[src/rtl/irq_prio_ctrl.sv]
// irq_prio_ctrl: prioritised interrupt controller in front of the cdm16 core.
// Collects up to N_SOURCES request lines and drives in_irq/int_vec. Tracks
// in-service sources until software signals end-of-interrupt through four
// byte-wide memory-mapped registers.
//
// Register map (offsets from BASE_ADDR, address[0] ignored):
//   0 ENABLE  RW
//   2 PENDING R, write-1-to-clear (edge-mode bits only)
//   4 MODE    RW, 1 = edge, 0 = level
//   6 INSERV  R, any write = EOI (clears the lowest set bit)
//
// All state moves on the falling clock edge, the same edge the core samples.
//
// Interrupt handshake: irq/int_vec form a level request that is purely
// combinational from registered state. The core acknowledges by raising iack,
// which is sampled on the falling edge. An iack seen while irq=1 moves the
// presented source into service (INSERV[p] set, edge-mode PENDING[p] cleared).
// An iack seen while irq=0 is dropped. A held iack acts once per cycle, each
// time against whatever source is presented in that cycle.
//
// Legal parameter range: 1 <= N_SOURCES <= 8, VEC_BASE + N_SOURCES - 1 <= 63,
// BASE_ADDR 8-byte aligned.

module irq_prio_ctrl #(
    parameter int          N_SOURCES = 8,
    parameter int          VEC_BASE  = 16,
    parameter logic [15:0] BASE_ADDR = 16'hFF00
) (
    input  logic                 clk,
    input  logic                 rst_n,
    input  logic [N_SOURCES-1:0] src,
    input  logic [15:0]          address,
    input  logic                 mem,
    input  logic                 data,
    input  logic                 read,
    input  logic                 word,
    input  logic [15:0]          wdata,
    output logic [15:0]          rdata,
    output logic                 sel,
    output logic                 irq,
    output logic [5:0]           int_vec,
    input  logic                 iack
);

    localparam int         N         = N_SOURCES;
    localparam logic [5:0] VEC_BASE6 = 6'(VEC_BASE);

    // Register indices as selected by address[2:1].
    localparam logic [1:0] REG_ENABLE  = 2'd0;
    localparam logic [1:0] REG_PENDING = 2'd1;
    localparam logic [1:0] REG_MODE    = 2'd2;
    localparam logic [1:0] REG_INSERV  = 2'd3;

    // ------------------------------------------------------------------
    // State
    // ------------------------------------------------------------------
    logic [N-1:0] enable_q;
    logic [N-1:0] pending_q;
    logic [N-1:0] mode_q;
    logic [N-1:0] inserv_q;
    logic [N-1:0] src_prev_q;

    // ------------------------------------------------------------------
    // Bus decode
    // ------------------------------------------------------------------
    logic [1:0]   reg_idx;
    logic         wr_stb;
    logic         wr_enable;
    logic         wr_pending;
    logic         wr_mode;
    logic         eoi;
    logic [N-1:0] wbits;

    // The bus is byte-oriented for this block: word and the upper data byte
    // carry nothing, and address[0] does not distinguish registers.
    logic unused_bus;
    assign unused_bus = ^{word, address[0], wdata};

    assign sel        = mem & data & (address[15:3] == BASE_ADDR[15:3]);
    assign reg_idx    = address[2:1];
    assign wr_stb     = sel & ~read;
    assign wr_enable  = wr_stb & (reg_idx == REG_ENABLE);
    assign wr_pending = wr_stb & (reg_idx == REG_PENDING);
    assign wr_mode    = wr_stb & (reg_idx == REG_MODE);
    assign eoi        = wr_stb & (reg_idx == REG_INSERV);
    assign wbits      = wdata[N-1:0];

    // Read mux: shows the selected register only during a read hit.
    always_comb begin
        rdata = 16'h0000;
        if (sel && read) begin
            case (reg_idx)
                REG_ENABLE:  rdata = 16'(enable_q);
                REG_PENDING: rdata = 16'(pending_q);
                REG_MODE:    rdata = 16'(mode_q);
                REG_INSERV:  rdata = 16'(inserv_q);
                default:     rdata = 16'h0000;
            endcase
        end
    end

    // ------------------------------------------------------------------
    // Priority resolution
    // ------------------------------------------------------------------
    logic [N-1:0] allowed;      // strictly higher priority than any in-service
    logic [N-1:0] eligible;
    logic [2:0]   present_idx;  // p, lowest eligible index
    logic [N-1:0] present_oh;
    logic [N-1:0] inserv_low_oh;
    logic         take;

    // A source may interrupt only if no source of equal or higher priority
    // (lower or equal index) is currently in service.
    always_comb begin
        logic seen;
        seen    = 1'b0;
        allowed = '0;
        for (int i = 0; i < N; i++) begin
            seen       = seen | inserv_q[i];
            allowed[i] = ~seen;
        end
    end

    assign eligible = pending_q & enable_q & allowed;
    assign irq      = |eligible;

    // Scanning from the top down leaves the lowest eligible index in p.
    always_comb begin
        present_idx = 3'd0;
        for (int i = N - 1; i >= 0; i--) begin
            if (eligible[i]) begin
                present_idx = 3'(i);
            end
        end
    end

    // One-hot of the presented source, empty when nothing is requested.
    always_comb begin
        present_oh = '0;
        for (int i = 0; i < N; i++) begin
            present_oh[i] = irq && (present_idx == 3'(i));
        end
    end

    // One-hot of the lowest in-service bit: the one an EOI retires.
    always_comb begin
        logic found;
        found         = 1'b0;
        inserv_low_oh = '0;
        for (int i = 0; i < N; i++) begin
            if (inserv_q[i] && !found) begin
                inserv_low_oh[i] = 1'b1;
                found            = 1'b1;
            end
        end
    end

    assign int_vec = irq ? (VEC_BASE6 + 6'(present_idx)) : 6'd0;
    assign take    = iack & irq;

    // ------------------------------------------------------------------
    // Next-state computation
    // ------------------------------------------------------------------
    logic [N-1:0] edge_set;
    logic [N-1:0] edge_clr;
    logic [N-1:0] pending_edge_d;
    logic [N-1:0] pending_d;
    logic [N-1:0] inserv_d;

    // Edge-mode bits: a fresh rising edge beats any clear in the same cycle.
    // Level-mode bits simply follow the request line.
    always_comb begin
        edge_set       = src & ~src_prev_q;
        edge_clr       = (wr_pending ? wbits : '0) | (take ? present_oh : '0);
        pending_edge_d = (pending_q & ~edge_clr) | edge_set;
        pending_d      = (mode_q & pending_edge_d) | (~mode_q & src);
    end

    // EOI retires the old lowest in-service bit first; an acknowledge in the
    // same cycle then marks the presented source, so its bit ends up set.
    always_comb begin
        inserv_d = inserv_q;
        if (eoi) begin
            inserv_d = inserv_d & ~inserv_low_oh;
        end
        if (take) begin
            inserv_d = inserv_d | present_oh;
        end
    end

    // ------------------------------------------------------------------
    // Registers
    // ------------------------------------------------------------------

    // Software-owned configuration registers.
    always_ff @(negedge clk or negedge rst_n) begin
        if (!rst_n) begin
            enable_q <= '0;
            mode_q   <= '0;
        end else begin
            if (wr_enable) begin
                enable_q <= wbits;
            end
            if (wr_mode) begin
                mode_q <= wbits;
            end
        end
    end

    // Request tracking: edge detector history, pending and in-service sets.
    always_ff @(negedge clk or negedge rst_n) begin
        if (!rst_n) begin
            src_prev_q <= '0;
            pending_q  <= '0;
            inserv_q   <= '0;
        end else begin
            src_prev_q <= src;
            pending_q  <= pending_d;
            inserv_q   <= inserv_d;
        end
    end

endmodule

[config.mk]
export PLATFORM = sky130hd
export DESIGN_NAME = irq_prio_ctrl
export DESIGN_NICKNAME = d
export VERILOG_FILES = /design/src/rtl/irq_prio_ctrl.sv
export SDC_FILE = /design/constraint.sdc
export NUM_CORES = 1
export LEC_CHECK = 0
export ABC_AREA = 1
export CORE_MARGIN = 3
export CORE_UTILIZATION = 30
export CTS_CLUSTER_DIAMETER = 200
export DETAILED_ROUTE_END_ITERATION = 12
export PLACE_DENSITY = 0.61
export SYNTH_ARGS = -nofsm -noshare
export SYNTH_HDL_FRONTEND = slang
export SYNTH_SLANG_ARGS = --single-unit
[constraint.sdc]
create_clock -name clk -period 1.41 [get_ports clk]
set_input_delay 0.2115 -clock clk [delete_from_list [all_inputs] [get_ports clk]]
set_output_delay 0.2115 -clock clk [all_outputs]
set_load 0.02 [all_outputs]
==> Implementation_results.wiki, run 1 <==
{| class="wikitable"
! Metric !! Value
|-
| Antenna fix cells || 0
|-
| I/O Pins || 71
|-
| Worst-case hold slack || 375 ps
|-
| Crit Reg-Reg Endpoint || pending_q[5]$_DFF_NN0_
|-
| Top FF cell, synth || sky130_fd_sc_hd__dfrtn_1
|-
| Maximum number of pins on one net before global-route repair || 41
|-
| Die Footprint || 8360 um2
|-
| First DRT Iteration DRCs || 90
|-
| Pre-Repair DR Iteration Count || 4
|-
| Final worst-path setup slack || -1290 ps
|-
| Wire length of the first global-routing pass || 12000 um
|-
| Via count of the first global-routing pass || 2473
|-
| Start point of the critical path || inserv_q[1]$_DFF_NN0_
|-
| DP Area || 3440 um2
|-
| Synth area leaders || sky130_fd_sc_hd__dfrtn_1, sky130_fd_sc_hd__nand2_1, sky130_fd_sc_hd__inv_1
|-
| Worst-case register-to-register setup slack || -880 ps
|-
| Reg2Reg Depth || 14
|-
| Setup skew after layout || 4.95 ps
|-
| Worst ir drop on vdd || 0.000385 V
|-
| Worst Path Required || 1200 ps
|-
| Count of maximum capacitance violations || 0
|-
| Placed wire-length estimate || 5010 um
|-
| Violated checks || setup timing
|-
| Type of the tightest min-delay check || reg -> reg
|-
| Hold Buf Count CTS || 0
|-
| CTS root buf || sky130_fd_sc_hd__clkbuf_8
|-
| Unrepaired setup endpoints after global routing || yes
|-
| Clock latency of the later-clocked register in the worst-skew pair || 300 ps
|-
| Setup violators final || 45
|-
| Clk sinks || 40
|-
| Hold path start || src_prev_q[2]$_DFF_NN0_
|-
| Total gr overflow || 0
|-
| Mean instance size in the synthesized netlist || 7.94 um2
|-
| Number of antenna violations at the first check in global routing || 0
|-
| Initial standard-cell utilization of the core || 0.315
|-
| Chip width || 91.5 um
|-
| Port Buffers || 50
|-
| Endpoint type of the worst setup path || output pin
|-
| Power density over the cells || 598 nW/um2
|-
| Total Routing Usage GR || 0.181
|-
| Fraction of final layout cells sized beyond drive strength 1 || 0.580
|-
| Worst slack, placed || -1370 ps
|-
| Count of unresolved DRC violations after routing || 0
|-
| Clock tree from TritonCTS || built
|-
| Kind of critical path || reg -> out
|-
| Die outline height || 91.5 um
|-
| Share of synthesized registers carrying an async set or reset || 1.00
|-
| Core box area || 6940 um2
|-
| Data arrival time at the worst-slack endpoint || 2490 ps
|-
| Nature of the critical path startpoint || register
|-
| Final-report max-slew violation count || 0
|-
| Num CTS Buffers || 5
|-
| EDFF count, synth || 0
|-
| Most common cell in the synthesized netlist || sky130_fd_sc_hd__nand2_1
|-
| H-tree lvl count || 2
|-
| Worst flop-to-flop path startpoint || inserv_q[1]$_DFF_NN0_
|-
| Cell type with the largest total area after synthesis || sky130_fd_sc_hd__dfrtn_1
|-
| Number of different library cells in the post-synthesis netlist || 29
|-
| Maximum fanout encountered on the critical timing path || 4
|-
| Clock slew at the register clock pins of the worst setup and hold paths || 60 ps
|-
| NumNets Final || 467
|-
| Number of standard-cell rows in the floorplan || 30
|-
| Capture point of the worst path || irq
|-
| Final estimated routing congestion in global placement || 0.863
|-
| Detail Route Antenna Nets || 0
|-
| Outcome || finished with violations
|-
| Area added between synthesis and finish || 88.6%
|-
| Portion of the post-synthesis area used by sequential elements || 0.457
|-
| Total design power || 0.00247 W
|-
| Hold Fails Final Rpt || 0
|-
| Avg Vias per Cell || 4.65
|-
| Post-layout instance area || 4130 um2
|-
| Final core utilization || 0.595
|-
| Gate count of the mapped netlist || 276
|-
| Clock Tree Buf Depth || 2
|-
| Flop and latch count out of synthesis || 40
|-
| Post-synthesis instance area || 2190 um2
|-
| Average wire length per cell after detail routing || 14.9 um
|-
| Leak || 2.00 nW
|-
| Number of warnings issued by yosys || 0
|-
| Wirelength, routed || 7700 um
|-
| Leading post-synthesis cells by instance count || sky130_fd_sc_hd__nand2_1, sky130_fd_sc_hd__dfrtn_1, sky130_fd_sc_hd__inv_1, sky130_fd_sc_hd__o21ai_1, sky130_fd_sc_hd__nand3_1
|-
| Number of vias after detailed routing || 2402
|-
| Area fraction of the dominant cell type after synthesis || 0.457
|}
-- logic make-up (layout without fill, tap and decap cells) --
family	after synthesis	after routing	synth area share
and+or+nand+nor	144	146	0.319
buffers and inverters	49	183	0.104
AOI/OAI and AO/OA	42	42	0.119
DFF	40	40	0.457
other	1	10	0.00171
-- power by group --
group / switching (W) / internal, W / leakage [nW]
combinational: 0.000159 / 0.000137 / 1.43
sequential: 0.0000146 / 0.00118 / 0.517
clock: 0.000451 / 0.000534 / 0.0548
-- layer usage --
layer	global-route usage	vias to the layer above	share of wire
li1	-	1180	-
met1	0.235	1148	0.43
met2	0.310	64	0.51
met3	0.0381	10	0.047
met4	0.0389	0	0.012
met5	0	-	0
-- state kept, by name, summed over array words and instances, names as in the netlist --
register    flops
enable_q        8
inserv_q        8
mode_q          8
pending_q       8
src_prev_q      8
-- what timing repair did --
| action | in CTS | in global routing |
|---|---|---|
| hold endpoints to repair | 0 | 0 |
| buffers inserted | 7 | 19 |
| gates resized for setup | 174 | 61 |
| cloned | 2 | 0 |
| pin swaps | 33 | 39 |
| endpoints found under the setup margin | 46 | 46 |
-- worst max-delay path, cell delays in order, from the launching register on --
cell	delay [ps]
sky130_fd_sc_hd__dfrtn_1	400
sky130_fd_sc_hd__nor2_4	160
sky130_fd_sc_hd__nand4_4	140
sky130_fd_sc_hd__nor2_4	170
sky130_fd_sc_hd__nand2_2	70
sky130_fd_sc_hd__buf_4	140
sky130_fd_sc_hd__buf_6	110
sky130_fd_sc_hd__nand4_1	120
sky130_fd_sc_hd__buf_4	170
-- cell usage in the layout (no fill, tap or decap), drive strengths merged --
cell type      instances
a21oi                  2
a221oi                 8
a22o                   3
buf                  112
bufinv                 1
clkbuf                 6
clkdlybuf4s15          3
clkdlybuf4s50         18
clkinv                 1
clkinvlp               1
conb                  10
dfrtn                 40
dlygate4sd2            5
inv                   36
nand2                 94
nand3                 16
nand3b                 2
nand4                 10
nor2                  20
nor3                   2
nor4                   2
o21ai                 27
o21bai                 1
o31ai                  1
-- how the worst min path moves through the flow --
stage / endpoint / slack, ps / depth (start not counted)
after global routing: pending_q[6]$_DFF_NN0_ / 410 / 3
after detailed placement: pending_q[2]$_DFF_NN0_ / 380 / 3
after floorplan: pending_q[1]$_DFF_NN0_ / 370 / 3
after global placement: pending_q[4]$_DFF_NN0_ / 380 / 3
after CTS: pending_q[2]$_DFF_NN0_ / 380 / 3
final: pending_q[2]$_DFF_NN0_ / 380 / 3
-- area by class of cell --
class                           count  area, um2
Fill cell                         590       2810
Multi-Input combinational cell    198       1530
Timing Repair Buffer              139       1230
Sequential cell                    40       1000
Inverter                           36        138
Tap cell                           96        120
Clock buffer                        5       68.8
Clock inverter                      3       46.3
-- through the flow --
stage / setup TNS (ps) / instances
2_1_floorplan: -24430 / 285
3_3_place_gp: -51970 / 486
3_5_place_dp: -52450 / 486
4_1_cts: -31810 / 502
5_1_grt: -36520 / 517
6_report: -32700 / 517
(Power assumes the default switching activity.)
==> run 2: changes to the inputs <==
Settings changed: CAP_MARGIN set to 20.
==> results of run 2 <==
The final DEF is identical to that of run 1; final timing and power are the same.
==> run 3: changes to the inputs <==
Settings changed: PLACE_DENSITY 0.61 to unset, PLACE_DENSITY_LB_ADDON set to 0.3, RECOVER_POWER set to 25.
==> run 3 against run 2 <==
  * The run still ends with setup timing left
  * Sequential power about the same
  * Wire length increased by 1.1%
  * First-iteration DRC count increased by 66%
  * Total power decreased by 6.2%
  * Die area unchanged
  * Design area decreased by 4.1%
  * Combinational power decreased by 3%
  * Critical path type unchanged
  * Largest power group unchanged
==> Implementation_results.wiki, run 3 (same netlist as run 1, synthesis figures left out) <==
{| class="wikitable"
! Metric !! Value
|-
| Outcome || finished with violations (unchanged)
|-
| Violated checks || setup timing (unchanged)
|-
| I/O Pins || 71 (unchanged)
|-
| First DRT Iteration DRCs || 149 (was 90)
|-
| Antenna fix cells || 0 (unchanged)
|-
| Crit Reg-Reg Endpoint || pending_q[5]$_DFF_NN0_ (unchanged)
|-
| Power density over the cells || 585 nW/um2 (was 598 nW/um2)
|-
| Data arrival time at the worst-slack endpoint || 2450 ps (was 2490 ps)
|-
| Hold EP || pending_q[0]$_DFF_NN0_ (was pending_q[2]$_DFF_NN0_)
|-
| Unrepaired setup endpoints after global routing || yes (unchanged)
|-
| Clock slew at the register clock pins of the worst setup and hold paths || 60 ps (about the same)
|-
| Initial standard-cell utilization of the core || 0.315 (unchanged)
|-
| Hold Fails Final Rpt || 0 (unchanged)
|-
| H-tree lvl count || 2 (unchanged)
|-
| Avg Vias per Cell || 4.68 (was 4.65)
|-
| Pre-Repair DR Iteration Count || 4 (unchanged)
|-
| Number of buffer and inverter stages on the critical path || 2 (was 3)
|-
| Setup skew after layout || 5.21 ps (was 4.95 ps)
|-
| Slowest cell on the critical path || sky130_fd_sc_hd__dfrtn_1 (unchanged)
|-
| Number of antenna violations at the first check in global routing || 0 (unchanged)
|-
| Number of vias after detailed routing || 2399 (was 2402)
|-
| Leading cell types in the layout, fill and taps excluded || sky130_fd_sc_hd__buf_4, sky130_fd_sc_hd__nand2_1, sky130_fd_sc_hd__dfrtn_1, sky130_fd_sc_hd__buf_6, sky130_fd_sc_hd__nand2_2 (unchanged)
|-
| Worst Path Required || 1200 ps (about the same)
|-
| Most frequent cell on the critical path || sky130_fd_sc_hd__nor2_4
|-
| Largest delay contributor family on the critical path || simple AND/OR/NAND/NOR gates (unchanged)
|-
| Clock tree from TritonCTS || built (unchanged)
|-
| Endpoint type of the worst setup path || output pin (unchanged)
|-
| Worst ir drop on vdd || 0.000285 V (was 0.000385 V)
|-
| Final worst-path setup slack || -1250 ps (was -1290 ps)
|-
| Placed wire-length estimate || 5010 um (about the same)
|-
| Clock latency of the later-clocked register in the worst-skew pair || 310 ps (was 300 ps)
|-
| Reg2Reg Depth || 12 (was 14)
|-
| Nature of the critical path startpoint || register (unchanged)
|-
| Wire length of the first global-routing pass || 12700 um (was 12000 um)
|-
| Count of maximum capacitance violations || 0 (unchanged)
|-
| Setup violators final || 45 (unchanged)
|-
| Via count of the first global-routing pass || 2558 (was 2473)
|-
| Final core utilization || 0.571 (was 0.595)
|-
| Kind of critical path || reg -> out (unchanged)
|-
| Total Routing Usage GR || 0.190 (was 0.181)
|-
| Maximum fanout encountered on the critical timing path || 4 (unchanged)
|-
| Type of the tightest min-delay check || reg -> reg (unchanged)
|-
| Leak || 1.93 nW (was 2.00 nW)
|-
| NumNets Final || 463 (was 467)
|-
| Total gr overflow || 0 (unchanged)
|-
| Number of standard-cell rows in the floorplan || 30 (unchanged)
|-
| Worst-case register-to-register setup slack || -630 ps (was -880 ps)
|-
| Tightest slew margin relative to the limit || 0.616
|-
| Area added between synthesis and finish || 81.0% (was 88.6%)
|-
| Average wire length per cell after detail routing || 15.2 um (was 14.9 um)
|-
| Final-report max-slew violation count || 0 (unchanged)
|-
| Count of unresolved DRC violations after routing || 0 (unchanged)
|-
| Worst-case hold slack || 374 ps (was 375 ps)
|-
| Instance count along the most critical hold path || 3 (unchanged)
|-
| Hold path start || src_prev_q[0]$_DFF_NN0_ (was src_prev_q[2]$_DFF_NN0_)
|-
| Hold Buf Count CTS || 0 (unchanged)
|-
| Fraction of final layout cells sized beyond drive strength 1 || 0.554 (was 0.580)
|-
| Transition at the pin with the smallest max-transition slack || 575 ps
|-
| Worst flop-to-flop path startpoint || inserv_q[1]$_DFF_NN0_ (unchanged)
|-
| Detail Route Antenna Nets || 0 (unchanged)
|-
| Chip width || 91.5 um (unchanged)
|-
| Most common library cell in the layout ignoring fill and taps || sky130_fd_sc_hd__buf_4 (unchanged)
|-
| Die Footprint || 8360 um2 (unchanged)
|-
| Core box area || 6940 um2 (unchanged)
|-
| CTS root buf || sky130_fd_sc_hd__clkbuf_8 (unchanged)
|-
| Cells along the critical path || nor2_4 > nand4_4 > nor2_4 > buf_4 > nand3_4 > nor2_4 > nor2_4 > nor2_4 > buf_6 (was nor2_4 > nand4_4 > nor2_4 > nand2_2 > buf_4 > buf_6 > nand4_1 > buf_4)
|-
| Die outline height || 91.5 um (unchanged)
|-
| Clock Tree Buf Depth || 2 (unchanged)
|-
| Maximum number of pins on one net before global-route repair || 41 (unchanged)
|-
| Wirelength, routed || 7780 um (was 7700 um)
|-
| Port Buffers || 50 (unchanged)
|-
| Clk sinks || 40 (unchanged)
|-
| Max incr delay on CP || 380 ps (was 400 ps)
|-
| Num CTS Buffers || 5 (unchanged)
|-
| Final estimated routing congestion in global placement || 0.846 (was 0.863)
|}
[run 3: cell types whose count changed in the layout (fill, tap and decap cells not counted), moves of 3 or more]
cell,delta
sky130_fd_sc_hd__nand3_1,+6
sky130_fd_sc_hd__nand2_1,+5
sky130_fd_sc_hd__buf_2,+3
sky130_fd_sc_hd__nand3_2,-5
sky130_fd_sc_hd__clkdlybuf4s15_1,-3
sky130_fd_sc_hd__nand2_4,-4
[run 3: repair_timing]
action                                  CTS  global route
gates cloned                              2             0
resized for setup                       191            43
endpoints found under the setup margin   46            46
endpoints found under the hold margin     0             0
buffers inserted                         18            11
pin swaps                                29            29
[run 3: per-stage QoR]
stage / TNS [ps] / setup slack, ps / cells / total power, W / cell area [um2]
floorplan: -24430 / -941 / 285 / 0.00132 / 2390
global placement: -51940 / -1350 / 485 / 0.00150 / 3440
detailed placement: -52770 / -1380 / 485 / 0.00150 / 3440
CTS: -28920 / -1250 / 511 / 0.00232 / 3840
global route: -33180 / -1370 / 513 / 0.00241 / 3970
finish: -29400 / -1250 / 513 / 0.00232 / 3970
[run 3: cell type report]
cell class | count | area [um2]
clock inverters | 1 | 7.51
multi-input cells | 198 | 1440
repair buffers | 135 | 1170
inverters | 36 | 140
fillers | 585 | 2980
clock buffers | 7 | 86.3
flip-flops and latches | 40 | 1000
well taps | 96 | 120
[run 3: worst max path at each step]
stage | slack, ps | start | cells past startpoint | endpoint
detailed placement | -1380 | inserv_q[0]$_DFF_NN0_ | 12 | int_vec[0]
finish | -1250 | inserv_q[1]$_DFF_NN0_ | 9 | int_vec[1]
CTS | -1250 | inserv_q[1]$_DFF_NN0_ | 12 | int_vec[0]
global placement | -1350 | inserv_q[0]$_DFF_NN0_ | 12 | int_vec[0]
floorplan | -940 | inserv_q[0]$_DFF_NN0_ | 10 | int_vec[4]
global route | -1370 | inserv_q[1]$_DFF_NN0_ | 12 | int_vec[0]
[run 3: where the power goes]
group | internal, W | switching (W)
Sequential | 0.00118 | 0.0000143
Clock | 0.000398 | 0.000443
Combinational | 0.000130 | 0.000156
[run 3: layer usage]
layer  wire, um  part of all wire  vias up  GRT usage
met3        484             0.062       14     0.0331
met2       3840              0.49       82      0.326
met4        147             0.019        0     0.0440
met5          0                 0        -          0
met1       3310              0.43     1133      0.247
li1           -                 -     1170          -
[run 3: worst reg2reg max path, delay by kind of cell, from the launching register on]
kind | cells | cell delay [ps]
and+or+nand+nor | 10 | 1240
DFF | 1 | 380
buffers and inverters | 2 | 280
